[config.mk]
export PLATFORM = sky130hd
export DESIGN_NAME = fifo_drain_check_flat
export DESIGN_NICKNAME = d
export VERILOG_FILES = /design/src/rtl/uart_fifo_pkg.sv /design/src/rtl/fifo_drain_check_if.sv /design/src/rtl/drain_pattern_gen.sv /design/src/rtl/fifo_drain_check.sv /design/src/flat_wrapper.sv
export SDC_FILE = /design/constraint.sdc
export NUM_CORES = 1
export LEC_CHECK = 0
export CELL_PAD_IN_SITES_DETAIL_PLACEMENT = 2
export CELL_PAD_IN_SITES_GLOBAL_PLACEMENT = 2
export CORE_MARGIN = 1
export CORE_UTILIZATION = 36
export DETAILED_ROUTE_END_ITERATION = 7
export PLACE_DENSITY_LB_ADDON = 0.05
export SYNTH_ARGS = -nofsm -noshare
export SYNTH_HDL_FRONTEND = slang
export SYNTH_SLANG_ARGS = --single-unit
[constraint.sdc]
create_clock -name sys_clk -period 6.53 [get_ports sys_clk]
set_clock_uncertainty 0.1 [all_clocks]
set_input_delay 1.959 -clock sys_clk [delete_from_list [all_inputs] [get_ports sys_clk]]
set_output_delay 1.959 -clock sys_clk [all_outputs]
set_load 0.005 [all_outputs]
[src/rtl/uart_fifo_pkg.sv]
// Shared definitions for the UART loopback FIFO slice: drain FSM encoding,
// default geometry and the pattern seed shared with the data generator.
package uart_fifo_pkg;

    localparam int         FIFO_DEPTH   = 256;
    localparam int         FIFO_DATA_W  = 8;
    localparam logic [7:0] PATTERN_SEED = 8'h00;

    typedef enum logic [1:0] {
        IDLE  = 2'd0,
        DRAIN = 2'd1,
        FLUSH = 2'd2,
        DONE  = 2'd3
    } drain_state_e;

endpackage

[src/rtl/fifo_drain_check_if.sv]
// FIFO read-port bundle between the drain checker (master) and the FIFO (slave).
interface fifo_drain_check_if #(
    parameter int DATA_W = 8
);
    logic              fifo_empty;
    logic [DATA_W-1:0] fifo_dout;
    logic              fifo_rd_en;

    modport master (
        input  fifo_empty,
        input  fifo_dout,
        output fifo_rd_en
    );

    modport slave (
        output fifo_empty,
        output fifo_dout,
        input  fifo_rd_en
    );
endinterface

[src/rtl/drain_pattern_gen.sv]
// Expected-byte counter: load restarts at SEED, advance steps by one modulo 2^DATA_W,
// tracking the data generator's incrementing sequence.
module drain_pattern_gen
    import uart_fifo_pkg::*;
#(
    parameter int                DATA_W = FIFO_DATA_W,
    parameter logic [DATA_W-1:0] SEED   = DATA_W'(PATTERN_SEED)
) (
    input  logic              clk_i,
    input  logic              rst_n_i,
    input  logic              load_i,
    input  logic              adv_i,
    output logic [DATA_W-1:0] expected_o
);

    logic [DATA_W-1:0] expected_q;
    logic [DATA_W-1:0] expected_d;

    always_comb begin
        expected_d = expected_q;
        if (load_i) begin
            expected_d = SEED;
        end else if (adv_i) begin
            expected_d = expected_q + 1'b1;
        end
    end

    always_ff @(posedge clk_i or negedge rst_n_i) begin
        if (!rst_n_i) begin
            expected_q <= SEED;
        end else begin
            expected_q <= expected_d;
        end
    end

    assign expected_o = expected_q;

endmodule

[src/rtl/fifo_drain_check.sv]
// Drains DEPTH bytes from the loopback FIFO and checks them against the incrementing pattern.
// Optional empty-FIFO watchdog is built when DRAIN_CHECK_TIMEOUT_EN is defined.
module fifo_drain_check
    import uart_fifo_pkg::*;
#(
    parameter int                DATA_W = FIFO_DATA_W,
    parameter int                DEPTH  = FIFO_DEPTH,
    parameter logic [DATA_W-1:0] SEED   = DATA_W'(PATTERN_SEED)
`ifdef DRAIN_CHECK_TIMEOUT_EN
    ,
    parameter int unsigned       TIMEOUT_CYC = 1_000_000
`endif
) (
    input  logic                      sys_clk,
    input  logic                      sys_rst_n,
    input  logic                      start,
    fifo_drain_check_if.master        fifo,
    output logic                      busy,
    output logic                      done,
    output logic                      pass,
    output logic                      timeout,
    output logic [$clog2(DEPTH):0]    err_cnt,
    output logic [$clog2(DEPTH)-1:0]  first_err_idx,
    output logic [$clog2(DEPTH):0]    byte_cnt
);

    localparam int CW = $clog2(DEPTH) + 1;
    localparam int IW = $clog2(DEPTH);

    drain_state_e      state_q;
    logic [CW-1:0]     issued_q;
    logic [CW-1:0]     byte_cnt_q;
    logic [CW-1:0]     err_cnt_q;
    logic [CW-1:0]     err_cnt_d;
    logic [IW-1:0]     first_err_q;
    logic              rd_vld_q;
    logic              busy_q;
    logic              done_q;
    logic              pass_q;
    logic              rd_en;
    logic              accept;
    logic              mismatch;
    logic              trip;
    logic [DATA_W-1:0] expected;

    assign accept = start && ((state_q == IDLE) || (state_q == DONE));

    // Combinational on fifo_empty so a read is never issued against an empty FIFO.
    assign rd_en = (state_q == DRAIN) && !fifo.fifo_empty && (issued_q < CW'(DEPTH));
    assign fifo.fifo_rd_en = rd_en;

    assign mismatch  = rd_vld_q && (fifo.fifo_dout != expected);
    assign err_cnt_d = err_cnt_q + CW'(mismatch);

    drain_pattern_gen #(
        .DATA_W (DATA_W),
        .SEED   (SEED)
    ) u_pattern (
        .clk_i      (sys_clk),
        .rst_n_i    (sys_rst_n),
        .load_i     (accept),
        .adv_i      (rd_vld_q),
        .expected_o (expected)
    );

`ifdef DRAIN_CHECK_TIMEOUT_EN
    logic [31:0] wdog_q;
    logic        timeout_q;

    // In DRAIN a cycle without a read is always an empty-FIFO cycle.
    assign trip = (state_q == DRAIN) && !rd_en && (wdog_q == 32'(TIMEOUT_CYC - 1));

    always_ff @(posedge sys_clk or negedge sys_rst_n) begin
        if (!sys_rst_n) begin
            wdog_q    <= '0;
            timeout_q <= 1'b0;
        end else begin
            if (accept) begin
                timeout_q <= 1'b0;
            end else if (trip) begin
                timeout_q <= 1'b1;
            end
            if ((state_q != DRAIN) || rd_en) begin
                wdog_q <= '0;
            end else begin
                wdog_q <= wdog_q + 32'd1;
            end
        end
    end

    assign timeout = timeout_q;
`else
    assign trip    = 1'b0;
    assign timeout = 1'b0;
`endif

    always_ff @(posedge sys_clk or negedge sys_rst_n) begin
        if (!sys_rst_n) begin
            state_q     <= IDLE;
            issued_q    <= '0;
            byte_cnt_q  <= '0;
            err_cnt_q   <= '0;
            first_err_q <= '0;
            rd_vld_q    <= 1'b0;
            busy_q      <= 1'b0;
            done_q      <= 1'b0;
            pass_q      <= 1'b0;
        end else begin
            rd_vld_q <= rd_en;

            if (rd_vld_q) begin
                byte_cnt_q <= byte_cnt_q + 1'b1;
                err_cnt_q  <= err_cnt_d;
                if (mismatch && (err_cnt_q == '0)) begin
                    first_err_q <= byte_cnt_q[IW-1:0];
                end
            end

            case (state_q)
                IDLE, DONE: begin
                    if (start) begin
                        issued_q    <= '0;
                        byte_cnt_q  <= '0;
                        err_cnt_q   <= '0;
                        first_err_q <= '0;
                        done_q      <= 1'b0;
                        pass_q      <= 1'b0;
                        busy_q      <= 1'b1;
                        state_q     <= DRAIN;
                    end
                end
                DRAIN: begin
                    if (rd_en) begin
                        issued_q <= issued_q + 1'b1;
                    end
                    if (trip) begin
                        state_q <= FLUSH;
                    end else if (rd_en && (issued_q == CW'(DEPTH - 1))) begin
                        state_q <= FLUSH;
                    end
                end
                FLUSH: begin
                    // Reads stop on entry, so at most one compare is still in flight: this one.
                    state_q <= DONE;
                    busy_q  <= 1'b0;
                    done_q  <= 1'b1;
                    pass_q  <= (err_cnt_d == '0) && !timeout;
                end
                default: begin
                    state_q <= IDLE;
                end
            endcase
        end
    end

    assign busy          = busy_q;
    assign done          = done_q;
    assign pass          = pass_q;
    assign err_cnt       = err_cnt_q;
    assign first_err_idx = first_err_q;
    assign byte_cnt      = byte_cnt_q;

endmodule

[src/flat_wrapper.sv]
// flat-port wrapper written by rule: the top's interface ports become plain ports
module fifo_drain_check_flat import uart_fifo_pkg::*;
#(
    parameter int                DATA_W = FIFO_DATA_W,
    parameter int                DEPTH  = FIFO_DEPTH,
    parameter logic [DATA_W-1:0] SEED   = DATA_W'(PATTERN_SEED)

)
  (sys_clk, sys_rst_n, start, busy, done, pass, timeout, err_cnt, first_err_idx, byte_cnt, fifo_fifo_empty, fifo_fifo_dout, fifo_fifo_rd_en);
  fifo_drain_check_if #(.DATA_W(DATA_W)) fifo_i ();
  input  logic sys_clk;
  input  logic sys_rst_n;
  input  logic start;
  output logic busy;
  output logic done;
  output logic pass;
  output logic timeout;
  output logic [$clog2(DEPTH):0] err_cnt;
  output logic [$clog2(DEPTH)-1:0] first_err_idx;
  output logic [$clog2(DEPTH):0] byte_cnt;
  input wire logic [$bits(fifo_i.fifo_empty)-1:0] fifo_fifo_empty;
  input wire logic [$bits(fifo_i.fifo_dout)-1:0] fifo_fifo_dout;
  output wire logic [$bits(fifo_i.fifo_rd_en)-1:0] fifo_fifo_rd_en;
  assign fifo_i.fifo_empty = fifo_fifo_empty;
  assign fifo_i.fifo_dout = fifo_fifo_dout;
  assign fifo_fifo_rd_en = fifo_i.fifo_rd_en;
  fifo_drain_check #(.DATA_W(DATA_W), .DEPTH(DEPTH), .SEED(SEED)) u_core (.sys_clk(sys_clk), .sys_rst_n(sys_rst_n), .start(start), .fifo(fifo_i), .busy(busy), .done(done), .pass(pass), .timeout(timeout), .err_cnt(err_cnt), .first_err_idx(first_err_idx), .byte_cnt(byte_cnt));
endmodule
**After elaboration in Yosys (flattened, before gate mapping)**

Index checks and enable logic that the tools add are counted.

- $add $sub $neg: 4
- Multiply operators: 0
- Divide/modulo/power cells: 0
- Magnitude comparators: 1
- Equality and inequality tests: 8
- Shift operators: 0
- Muxes and demuxes: 23
- Bitwise gates (word level): 0
- Reduce and logical (&&, ||, !) cells: 18

Operators by type and width:

| kind | count |
|---|---|
| 9-bit two-way mux | 8 |
| 8-bit two-way mux | 6 |
| 9-bit by 1-bit adder with 9-bit output (second input constant) | 2 |
| 9-bit logical NOT | 2 |
| 9-bit case mux with 2 select lines | 1 |
| 9-bit by 1-bit adder with 9-bit output | 1 |
| 9-bit by 8-bit == test with 1-bit output (second input constant) | 1 |
| 9-bit less-than comparator (second input constant) | 1 |
| 8-bit by 1-bit adder with 8-bit output (second input constant) | 1 |
| 8-bit != test | 1 |
| 1-bit logical AND | 6 |
| 1-bit case mux with 2 select lines | 3 |
| 2-bit case mux with 3 select lines | 1 |
| 2-bit nonzero test | 3 |
| 2-bit == test (second input constant) | 2 |
| 2-bit two-way mux | 2 |
| 2-bit != test (second input constant) | 2 |
| 2-bit AND reduction | 2 |
| 3-bit AND reduction | 1 |
| 2-bit by 1-bit == test with 1-bit output (second input constant) | 1 |
| 2-bit logical NOT | 1 |
| 1-bit two-way mux | 2 |
| 2-bit by 1-bit != test with 1-bit output (second input constant) | 1 |
| 2-bit OR reduction | 1 |
| other kinds (2) | 2 |

- Register bits: 49
- Bits in latches: 0
- Memory bits (writable): 0
- Memory bits (read-only): 0
- Bits of input ports: 12
- Output and inout bits: 31
- Logic and storage cells: 64
- Memories kept: 0

**Longest topological paths before layout**

Gate-level depths: netlist of the first run.

- Depth in word-level cells: 7
- Mapped depth: 9
- Gate-level depth less buffers: 9

**Cells and area by module**

From an unflattened synthesis of the first run, not the netlist that was laid out.

- Cell total of the unflattened synthesis: 270
- Area, all modules: 2637.5 um2

Modules (own cells, without submodules):

| module | times used | cells an instance | area each (um2) | seq. area each (um2) |
|---|---|---|---|---|
| fifo_drain_check | 1 | 233 | 2240.9 | 1026.0 |
| drain_pattern_gen | 1 | 37 | 396.6 | 200.2 |

**Least setup slack after synthesis of the first run**

No wires, ideal clock.

- Path type: input port to output port
- Start: in fifo_fifo_empty
- End: out fifo_fifo_rd_en
- Arrival time: 2.165 ns
- Setup slack: 2.306 ns
- Cell stages on the path: 1
- Cells stage by stage: nor3b_2

- Word-level cells in the longest chain between the ends: 3

Ends and longest elaborated chain:

| element | line | text |
|---|---|---|
| start, declared | flat_wrapper.sv:21 | `input wire logic [$bits(fifo_i.fifo_empty)-1:0] fifo_fifo_empty;` |
| 1-bit logical NOT | fifo_drain_check.sv:49 | `assign rd_en = (state_q == DRAIN) && !fifo.fifo_empty && (issued_q < CW'(DEPTH));` |
| 1-bit logical AND (2 in a row) | fifo_drain_check.sv:49 |  |
| end, declared | flat_wrapper.sv:23 | `output wire logic [$bits(fifo_i.fifo_rd_en)-1:0] fifo_fifo_rd_en;` |

No other way between the ends.

**Worst setup path in the final report of the first run**

Same ends and word-level chain as after synthesis.

==> results of run 1 <==
-- path summary, 6_finish.rpt --
kind / start / end / slack, ns / cells after the start
max: fifo_fifo_empty / fifo_fifo_rd_en / 1.31 / 3
min: u_core.issued_q[7] / u_core.issued_q[7] / 0.39 / 1
max reg2reg: u_core.u_pattern.expected_o[3] / u_core.pass / 3.85 / 8
min reg2reg: u_core.issued_q[7] / u_core.issued_q[7] / 0.39 / 1
max in group asynchronous: sys_rst_n / u_core.err_cnt[7] / 4.24 / 2
min in group asynchronous: sys_rst_n / u_core.first_err_idx[4] / 1.65 / 2
-- worst max-delay path, cell delays in order --
cell and delay (ns):
clkdlybuf4s50_1 0.44, nor3b_2 0.22, clkdlybuf4s50_1 0.54
-- report_power, final --
group | internal (µW) | switching, µW | leakage (µW)
Clock | 75.8 | 108 | 0.0000374
Sequential | 342 | 49.9 | 0.000669
Combinational | 138 | 202 | 0.000682
-- flip-flops by register name (all words and copies together) (netlist names) --
signal,count
u_core.busy,1
u_core.byte_cnt,9
u_core.done,1
u_core.err_cnt,9
u_core.first_err_idx,8
u_core.issued_q,9
u_core.pass,1
u_core.rd_vld_q,1
u_core.state_q,2
u_core.u_pattern.expected_o,8
-- per-layer routing --
layer / GRT usage (%) / part of all wire [%] / vias up
met5: 0 / 0 / -
met4: 5.37 / 1.2 / 0
met3: 2.92 / 3.1 / 8
met2: 34.2 / 49 / 38
met1: 26.6 / 46 / 1092
li1: - / - / 1016
-- synthesized netlist by cell type, types with 2 or more instances --
library cell / instances / area, µm²
dfrtp_1: 49 / 1230
nand2_1: 34 / 128
nor2_1: 25 / 93.8
xor2_1: 22 / 193
mux2i_1: 14 / 140
and3_1: 9 / 56.3
ha_1: 9 / 113
nand4_1: 9 / 56.3
o21ai_0: 9 / 45.0
o21ai_1: 9 / 45.0
a21oi_1: 8 / 40.0
buf_2: 7 / 35.0
nand3_1: 7 / 35.0
inv_1: 6 / 22.5
or3_1: 5 / 31.3
and2_1: 4 / 25.0
o31ai_1: 4 / 30.0
nor3_1: 3 / 15.0
xnor2_1: 3 / 26.3
a21boi_0: 2 / 15.0
buf_4: 2 / 15.0
clkbuf_1: 2 / 7.51
nor2b_1: 2 / 12.5
-- per-stage QoR --
stage	instances	util (%)	hold slack, ns	power, µW
after floorplan	271	-	0.341	621
after global placement	397	44.9	0.376	730
after detailed placement	397	44.9	0.374	741
after CTS	405	46.1	0.397	933
after global routing	405	46.1	0.433	986
final	405	46.1	0.395	915
-- logic make-up (layout without fill, tap and decap cells) --
family | count (synthesis) | after routing
flip-flops | 49 | 49
XOR/XNOR | 25 | 25
adder cells (fa/ha/maj) | 9 | 9
AO/OA/AOI/OAI | 46 | 46
other | 1 | 1
multiplexers | 14 | 14
AND/OR/NAND/NOR | 109 | 109
buffers and inverters | 18 | 56
-- final cells by class --
cell class	instances	area, µm²
fillers	762	3740
multi-input cells	204	1330
flip-flops and latches	49	1230
repair buffers	42	413
well taps	96	120
clock buffers	6	72.6
inverters	6	22.5
clock inverters	2	15.0
==> flow_summary.json, run 1 <==
{
  "post_cts_buffers": 0,
  "ys_seq_elements": 49,
  "synth_xor_area_share_pct": 8.26,
  "yosys_warnings": 0,
  "pre_cts_ws_ns": 1.29,
  "synthArstFlopShare_pct": 100,
  "grt.overflow.total": 0,
  "muxShareOfSynthArea_pct": 5.29,
  "syn_area_um2": 2650,
  "syn_to_final_growth_pct": 20.8,
  "hold_viol": 0,
  "drc_errors": 0,
  "rsz0062_at_grt": "false",
  "die_x_um": 87.8,
  "via_per_inst": 5.32,
  "fin_crit_ns": 5.22,
  "synthFlopType": "dfrtp_1",
  "fmax_mhz": 191,
  "drt-total-wl_mm": 6.97,
  "ys_seq_area_share_pct": 46.2,
  "grt_pass1_wl_mm": 12.0,
  "setup_violations": 0,
  "finalMaxSlewViolations": 0,
  "syn_area_per_cell_um2": 9.78,
  "core-area_um2": 6940,
  "syn_inst": 271,
  "first_pass_iters": 5,
  "die_h_um": 87.8,
  "cts_tree": "yes",
  "finalSetupTns_ns": 0,
  "antenna_found_initial": 0,
  "synth_top_family_by_area": "simple AND/OR/NAND/NOR gates",
  "synth_edf_count": 0,
  "start_util_pct": 38.2,
  "fin_crit_sh_pct": 80.0,
  "status": "finished clean",
  "first_global_vias": 2345,
  "fin_ws_ns": 1.31,
  "synth_fp_nets": 292,
  "grt_max_degree": 50,
  "synth_fa_ha_area_share_pct": 4.25,
  "crit_fanout": 3,
  "min_path_type": "reg2reg",
  "vdd.ir_drop.worst_mv": 0.209,
  "placementRows": 30,
  "hold_buffers": 0,
  "maxCapViolCount": 0,
  "layout-drive-gt1-share_pct": 4.85,
  "grt_usage_pct": 20.1,
  "p_leak_uw": 0.00139,
  "worst_pin_slew_ns": 1.05,
  "cts_root_buf": "clkbuf_8",
  "hpwlAfterDp_mm": 4.90,
  "required_ns": 4.47,
  "path_clk_slew_ns": 0.09,
  "crit_type": "in2out",
  "postPlaceCellArea_um2": 3120,
  "cts_resized": 0,
  "layout.cells.most_common": "dfrtp_1",
  "synth_compound_area_share_pct": 11.1,
  "ant_nets": 0,
  "wl_per_cell_um": 17.2,
  "worstSetupStartpointType": "input pin",
  "cts_sinks": 49,
  "die_area_um2": 7710,
  "route.vias.total": 2154,
  "cts-buffers-inserted": 5,
  "synthSimpleGateAreaFrac_pct": 21.2,
  "synth_cell_types": 50,
  "cts_buffer_depth": 2,
  "io_pins": 43,
  "relSlewSlack_pct": 30.3,
  "crit_arrival_ns": 3.16,
  "end_kind": "output pin",
  "drtIter0Drc": 84,
  "clock_latency_ns": 0.30,
  "final_area_um2": 3200,
  "gp_congestion": 0.720,
  "htreeDepth": 2,
  "io_buffers": 41,
  "power.density_nw_per_um2": 286,
  "layout_common_cells": "dfrtp_1 (49), clkdlybuf4s50_1 (40), nand2_1 (34), nor2_1 (25), xor2_1 (22)",
  "fin_nets": 329,
  "num_antenna_cells": 0
}
No activity file was read; power rests on OpenSTA's default activity.
==> run 2: changes to the inputs <==
- CORE_UTILIZATION: 36 -> 30
- clock period: 6.53 -> 4.5 ns (I/O delays scaled with it)
==> run 2 against run 1 <==
- register-to-register slack lost 2.0 ns
- routed wire length shrank 1.2%
- via count grew 0.32%
- non-clock buffer count grew 2
- design area grew 0.90%
- die area grew 20%
- critical path type unchanged
- flip-flop and latch count is the same
- utilization shrank 7.6 points
- count of clock-buffer cells in the layout shrank 1
- power grew 47%
- critical endpoint unchanged
- sequential power grew 41%
- clock power grew 54%
==> flow_summary.json, run 2 (same netlist as run 1, synthesis figures left out) <==
{
  "start_util_pct": 31.6,
  "fmax_mhz": 249,
  "wl_per_cell_um": 16.5,
  "finalMaxSlewViolations": 0,
  "setup_violations": 0,
  "hold_buffers": 0,
  "placementRows": 33,
  "crit_fanout": 3,
  "final_area_um2": 3230,
  "swShare_pct": 39.5,
  "grt.overflow.total": 0,
  "vdd.ir_drop.worst_mv": 0.324,
  "ant_nets": 0,
  "worst_pin_slew_ns": 0.816,
  "grt_usage_pct": 16.8,
  "clock_latency_ns": 0.31,
  "layout_common_cells": "dfrtp_1 (49), clkdlybuf4s50_1 (40), nand2_1 (34), nor2_1 (25), xor2_1 (22)",
  "grt_max_degree": 27,
  "io_buffers": 41,
  "fin_nets": 331,
  "layout-drive-gt1-share_pct": 5.79,
  "die_x_um": 96.0,
  "gp_congestion": 0.694,
  "crit_type": "in2out",
  "num_antenna_cells": 0,
  "cts_sinks": 49,
  "path_clk_slew_ns": 0.10,
  "cts_tree": "yes",
  "status": "finished clean",
  "cts_root_buf": "clkbuf_8",
  "post_cts_buffers": 0,
  "crit_path_start": "fifo_fifo_empty",
  "rr_endpoint": "u_core.pass",
  "first_global_vias": 2275,
  "antenna_found_initial": 0,
  "crit_arrival_ns": 2.56,
  "drt-total-wl_mm": 6.88,
  "r2r_setup_slack_ns": 1.84,
  "power.density_nw_per_um2": 417,
  "core-area_um2": 8380,
  "layout.cells.most_common": "dfrtp_1",
  "via_per_inst": 5.19,
  "htreeDepth": 2,
  "hold_viol": 0,
  "fin_crit_ns": 4.01,
  "maxCapViolCount": 0,
  "route.vias.total": 2161,
  "reg2regPathDepth": 9,
  "relSlewSlack_pct": 45.2,
  "fin_crit_sh_pct": 89.1,
  "finalSetupTns_ns": 0,
  "min_path_type": "reg2reg",
  "drc_errors": 0,
  "worst_r2r_startpoint": "u_core.u_pattern.expected_o[3]",
  "cts_resized": 0,
  "sequentialPowerShare_pct": 41.1,
  "power_switching_uw": 533,
  "cp-endpoint": "fifo_fifo_rd_en",
  "io_pins": 43,
  "postPlaceCellArea_um2": 3140,
  "drtIter0Drc": 28,
  "grt_pass1_wl_mm": 11.6,
  "required_ns": 3.05,
  "rsz0062_at_grt": "false",
  "end_kind": "output pin",
  "first_pass_iters": 4,
  "die_area_um2": 9220,
  "die_h_um": 96.0,
  "p_int_uw": 816,
  "cts_buffer_depth": 2,
  "syn_to_final_growth_pct": 21.9,
  "p_leak_uw": 0.00141,
  "worstSetupStartpointType": "input pin",
  "combinationalPowerShare_pct": 38.1,
  "cts-buffers-inserted": 5,
  "power.share.clock_pct": 20.8,
  "hpwlAfterDp_mm": 4.83
}
-- run 2: changes by cell type in the layout (fill, tap and decap cells not counted), sizes merged --
| cell | change |
|---|---|
| buf | +2 |
| inv | +1 |
| clkinv | +1 |
| clkbuf | -1 |
| clkinvlp | -1 |
-- run 2: worst min path at each step --
stage | slack (ns) | endpoint | cells after the start | startpoint
6_report | 0.39 | u_core.issued_q[7] | 1 | u_core.issued_q[7]
5_1_grt | 0.44 | u_core.issued_q[7] | 1 | u_core.issued_q[7]
4_1_cts | 0.39 | u_core.issued_q[7] | 1 | u_core.issued_q[7]
3_5_place_dp | 0.37 | u_core.issued_q[7] | 1 | u_core.issued_q[7]
3_3_place_gp | 0.38 | u_core.issued_q[7] | 1 | u_core.issued_q[7]
2_1_floorplan | 0.34 | u_core.issued_q[7] | 1 | u_core.issued_q[7]
-- run 2: critical path, cell delays in order --
cell and delay, ns:
clkdlybuf4s50_1 0.44, nor3b_2 0.23, clkdlybuf4s50_1 0.54
-- run 2: layout make-up --
class                   instances  area (µm²)
inverters                       6        22.5
multi-input cells             204        1330
repair buffers                 44         428
clock buffers                   5        68.8
well taps                     105         131
flip-flops and latches         49        1230
fillers                       935        5150
clock inverters                 3        21.3
-- run 2: per-stage QoR --
step	total power, µW	std cells	setup WS (ns)	utilization [%]	hold WS [ns]
after floorplan	901	271	1.26	-	0.341
after global placement	1080	408	0.459	37.5	0.381
after detailed placement	1090	408	0.475	37.5	0.372
after CTS	1380	416	0.463	38.6	0.395
after global routing	1460	416	0.428	38.6	0.442
final	1350	416	0.491	38.6	0.395
-- run 2: power groups by stage --
stage / clock network [µW] / logic (µW) / registers [µW]
after floorplan: 0 / 350 / 550
after global placement: 0 / 519 / 561
after detailed placement: 0 / 530 / 562
after CTS: 295 / 533 / 555
after global routing: 316 / 580 / 563
final: 281 / 514 / 554
-- run 2: metal layers --
metal / vias up / GRT usage [%] / share of wire, %
met4: 0 / 4.85 / 0.94
met5: - / 0 / 0
met2: 37 / 26.0 / 46
met1: 1105 / 23.9 / 51
li1: 1015 / - / -
met3: 4 / 2.69 / 2.8
==> run 3: changes to the inputs <==
- CORE_UTILIZATION: 30 -> 25
- DONT_BUFFER_PORTS: not set -> 1
==> run 3 against run 2 <==
- via count shrank 8.2%
- design area shrank 11%
- largest cell class unchanged
- register-to-register slack gained 0.04 ns
- sequential power grew 1%
- flip-flop and latch count is the same
- critical path depth grew 5
- count of clock-buffer cells in the layout grew 1
- setup slack gained 0.79 ns
- routed wire length grew 1.8%
- die area grew 20%
- global-route usage shrank 2.8 points
- power is essentially flat
==> flow_summary.json, run 3 (same netlist as run 1, synthesis figures left out) <==
{
  "hold_buffers": 0,
  "fmax_mhz": 311,
  "path_clk_slew_ns": 0.10,
  "cts_sinks": 49,
  "min_path_type": "reg2reg",
  "drtIter0Drc": 33,
  "grt.overflow.total": 0,
  "syn_to_final_growth_pct": 8.92,
  "fin_nets": 289,
  "power_switching_uw": 520,
  "num_antenna_cells": 0,
  "nFillCells": 1141,
  "swShare_pct": 38.5,
  "die_area_um2": 11000,
  "clock_latency_ns": 0.31,
  "status": "finished clean",
  "rsz0062_at_grt": "false",
  "antenna_found_initial": 0,
  "worst_pin_slew_ns": 0.843,
  "maxCapViolCount": 0,
  "gp_congestion": 0.699,
  "fin_crit_ns": 3.22,
  "layout_common_cells": "dfrtp_1 (49), nand2_1 (34), nor2_1 (25), xor2_1 (22), mux2i_1 (14)",
  "final_area_um2": 2890,
  "layout.cells.most_common": "dfrtp_1",
  "cts_resized": 0,
  "first_pass_iters": 4,
  "finalSetupTns_ns": 0,
  "finalMaxSlewViolations": 0,
  "drc_errors": 0,
  "hpwlAfterDp_mm": 4.88,
  "whs_ns": 0.401,
  "sequentialPowerShare_pct": 41.6,
  "crit_chain": "xor2_1 -> nor4_2 -> a21boi_1 -> ha_1 -> ha_1 -> nor4b_1 -> o221ai_1 -> a22oi_1",
  "power.total_uw": 1350,
  "ant_nets": 0,
  "final_cells": 405,
  "start_util_pct": 25.7,
  "power.density_nw_per_um2": 467,
  "required_ns": 4.63,
  "worstSetupStartpointType": "input pin",
  "slowest_stage": "nor4_2",
  "grt_pass1_wl_mm": 12.1,
  "route.vias.total": 1983,
  "crit_type": "in2reg",
  "die_h_um": 105,
  "crit_arrival_ns": 3.35,
  "grt_max_degree": 50,
  "grt_usage_pct": 14.0,
  "power.share.clock_pct": 25.8,
  "postPlaceCellArea_um2": 2770,
  "io_buffers": 0,
  "htreeDepth": 2,
  "p_leak_uw": 0.00127,
  "relSlewSlack_pct": 43.4,
  "io_pins": 43,
  "cts-buffers-inserted": 5,
  "cts_tree": "yes",
  "hold_viol": 0,
  "p_int_uw": 829,
  "fin_crit_sh_pct": 71.5,
  "setup_violations": 0,
  "placedCellCount": 397,
  "vdd.ir_drop.worst_mv": 0.332,
  "cts_root_buf": "clkbuf_8",
  "seq_area_um2": 1230,
  "post_cts_buffers": 0,
  "layout-drive-gt1-share_pct": 5.95,
  "core-area_um2": 10300,
  "die_x_um": 105,
  "wl_per_cell_um": 17.3,
  "cts_buffer_depth": 2,
  "first_global_vias": 2224,
  "crit_fanout": 4,
  "via_per_inst": 4.90,
  "cpMostUsedCell": "ha_1",
  "combinationalPowerShare_pct": 32.6,
  "placementRows": 37,
  "drt-total-wl_mm": 7.01,
  "end_kind": "register",
  "multi_input_area_um2": 1330,
  "max_stage_delay_ns": 0.48
}
==> run 3: power by group through the flow <==
stage          clock network [µW]  logic (µW)  registers, µW
6_report                      348         440            562
5_1_grt                       375         515            573
4_1_cts                       367         459            565
3_5_place_dp                    0         462            573
3_3_place_gp                    0         449            572
2_1_floorplan                   0         350            550
==> run 3: worst paths after layout <==
| check | start | endpoint | slack, ns | cells past startpoint |
|---|---|---|---|---|
| min reg2reg | u_core.issued_q[7] | u_core.issued_q[7] | 0.40 | 1 |
| max in group asynchronous | sys_rst_n | u_core.issued_q[1] | 3.59 | 0 |
| max reg2reg | u_core.u_pattern.expected_o[3] | u_core.pass | 1.88 | 8 |
| min in group asynchronous | sys_rst_n | u_core.byte_cnt[4] | 0.61 | 0 |
| max | fifo_fifo_dout[7] | u_core.pass | 1.28 | 8 |
| min | u_core.issued_q[7] | u_core.issued_q[7] | 0.40 | 1 |
==> run 3: per-stage QoR <==
step | utilization (%) | setup slack [ns]
CTS | 28.0 | 1.28
detailed placement | 26.8 | 0.945
global route | 28.0 | 1.18
finish | 28.0 | 1.28
floorplan | - | 1.26
global placement | 26.8 | 0.957
==> run 3: layout make-up <==
type                            count  area share [%]
Multi-Input combinational cell    204            46.2
Clock buffer                        6            2.86
Clock inverter                      2            1.30
Tap cell                          136            5.89
Sequential cell                    49            42.5
Timing Repair Buffer                2           0.520
Inverter                            6           0.780
==> run 3: layer usage <==
metal | GRT usage, % | wire (µm) | vias up
met5 | 0 | 0 | -
met4 | 3.92 | 77 | 0
met3 | 3.99 | 373 | 5
met2 | 23.3 | 3340 | 39
met1 | 17.5 | 3210 | 1003
li1 | - | - | 936
==> run 3: critical path: cells and delay by family <==
kind / cells / cell delay [ns]
AO/OA/AOI/OAI: 3 / 0.49
adder cells (fa/ha/maj): 2 / 0.57
XOR/XNOR: 1 / 0.15
AND/OR/NAND/NOR: 2 / 0.79
==> variant, RTL diff (settings of run 2) <==
Set the package constant `FIFO_DEPTH` to 512 (it was 256).
--- a/src/rtl/uart_fifo_pkg.sv
+++ b/src/rtl/uart_fifo_pkg.sv
@@ -2,7 +2,7 @@
 // default geometry and the pattern seed shared with the data generator.
 package uart_fifo_pkg;
 
-    localparam int         FIFO_DEPTH   = 256;
+    localparam int         FIFO_DEPTH   = 512;
     localparam int         FIFO_DATA_W  = 8;
     localparam logic [7:0] PATTERN_SEED = 8'h00;
 
Interface: changed (resized byte_cnt, err_cnt and first_err_idx); port bits go from 43 to 46. No check against the original RTL was run, so the function may have changed too.
==> variant against run 2 <==
  * Final area increased by 4.7%
  * Routed wire length increased by 3.8%
  * Synthesized cell count increased by 4.8%
  * Total power decreased by 0.10%
  * Critical path depth unchanged
  * Synthesized area increased by 4.8%
  * Sequential share of layout area increased by 1.3 points
  * Sequential power increased by 5.2%
  * Setup slack got worse by 0.10 ns
  * Die area increased by 4.7%
  * Non-clock buffer count increased by 3
  * Sequential cell count increased by 4
  * Via count increased by 0.51%
  * Critical endpoint unchanged
  * Largest power group unchanged
==> variant: results (changes against run 2) <==
| Metric | Value |
|---|---|
| DR WL met3 | `175 um (-8.9%)` |
| Max-slew headroom | `62.2% (+17 points)` |
| WL met1 | `3.51 mm (+0.46%)` |
| Synth cell count leaders | `53 x dfrtp_1, 47 x nor2_1, 26 x xor2_1` |
| Leak | `1.56 nW (+11%)` |
| Register area share after synthesis | `47.7% (+1.5 points)` |
| Pin count of the biggest net entering global routing | `41 (+52%)` |
| Vias per inst | `5.00 (-3.7%)` |
| Placed cells | `426 (+4.4%)` |
| Share of cells above drive strength 1 | `5.52% (-0.27 points)` |
| Int Pwr | `0.837 mW (+2.6%)` |
| Gpl congestion | `0.782 (+13%)` |
| DP HPWL | `5.02 mm (+4.0%)` |
| Filler cell count | `1,003 (+7.3%)` |
| Initial DRC count | `58 (+110%)` |
| FF-to-FF setup slack | `1.49 ns (-0.35 ns)` |
| DRT Pass-1 Iters | `6 (+2)` |
| Syn_area_per_cell | `9.78 um2 (about the same)` |
| NumNets Final | `345 (+4.2%)` |
| Status | `completed` |
| Synthesized net count | `304 (+4.1%)` |
| I/O Buffers | `44 (+7.3%)` |
| Peak supply drop | `0.199 mV (-38%)` |
| CP arrival | `2.66 ns (+0.10 ns)` |
| Reg2Reg Launch Point | `u_core.u_pattern.expected_o[4]$_DFFE_PN0P_` |
| Max incr delay on CP | `0.56 ns (+0.02 ns)` |
| Top cells by area, synth | `dfrtp_1 48%, xor2_1 8.2%, nor2_1 6.4%, mux2i_1 6.1%, ha_1 3.6%` |
| Vias post-DR | `2,172 (+0.51%)` |
| Crit-path max FO | `4 (+1)` |
## variant: changes by cell type in the layout (fill, tap and decap cells not counted), moves of 3 or more
cell	delta
nor2_1	+22
nand2_1	-14
xnor2_1	+5
a21oi_1	+4
dfrtp_1	+4
xor2_1	+4
and3_1	-3
clkdlybuf4s50_1	+3
mux2i_1	+3
nand4_1	+3
o21ai_1	-3
## variant: worst min-delay path by stage
stage | slack [ns] | startpoint | end
finish | 0.40 | u_core.issued_q[8]$_DFFE_PN0P_ | u_core.issued_q[8]$_DFFE_PN0P_
global placement | 0.38 | u_core.issued_q[8]$_DFFE_PN0P_ | u_core.issued_q[8]$_DFFE_PN0P_
floorplan | 0.35 | u_core.issued_q[8]$_DFFE_PN0P_ | u_core.issued_q[8]$_DFFE_PN0P_
global route | 0.44 | u_core.issued_q[8]$_DFFE_PN0P_ | u_core.issued_q[8]$_DFFE_PN0P_
CTS | 0.41 | u_core.issued_q[8]$_DFFE_PN0P_ | u_core.issued_q[8]$_DFFE_PN0P_
detailed placement | 0.39 | u_core.issued_q[8]$_DFFE_PN0P_ | u_core.issued_q[8]$_DFFE_PN0P_
## variant: power groups by stage
stage / Combinational [mW] / Sequential (mW) / Clock, mW
3_5_place_dp: 0.488 / 0.594 / 0
6_report: 0.476 / 0.583 / 0.289
2_1_floorplan: 0.311 / 0.582 / 0
3_3_place_gp: 0.481 / 0.592 / 0
5_1_grt: 0.540 / 0.593 / 0.317
4_1_cts: 0.491 / 0.585 / 0.305
## variant: per-stage QoR
step | instance area, um2 | util, % | setup slack (ns)
2_1_floorplan | 2780 | - | 1.03
3_3_place_gp | 3290 | 37.2 | 0.303
3_5_place_dp | 3290 | 37.2 | 0.239
4_1_cts | 3380 | 38.2 | 0.379
5_1_grt | 3380 | 38.2 | 0.301
6_report | 3380 | 38.2 | 0.390
## variant: cell type report
cell class | instances | share of cell area (%)
clock buffer | 5 | 2.03
clock inverter | 3 | 0.629
inverter | 7 | 0.777
multi-input combinational | 211 | 39.8
sequential | 53 | 39.2
tap | 108 | 3.99
timing repair buffer | 47 | 13.5
## variant: kinds of logic after synthesis
logic type | synth area share [%]
buffers and inverters | 3.74
xor gates and xnor gates | 10.7
adders and majority gates | 3.60
other | 0.135
DFF | 47.7
AOI/OAI and AO/OA | 7.93
and+or+nand+nor | 20.0
muxes | 6.13
## variant: routing by layer
metal,vias to the layer above,global-route usage [%]
li1,1044,-
met1,1093,21.9
met2,29,26.8
met3,6,2.65
met4,0,3.79
met5,-,0
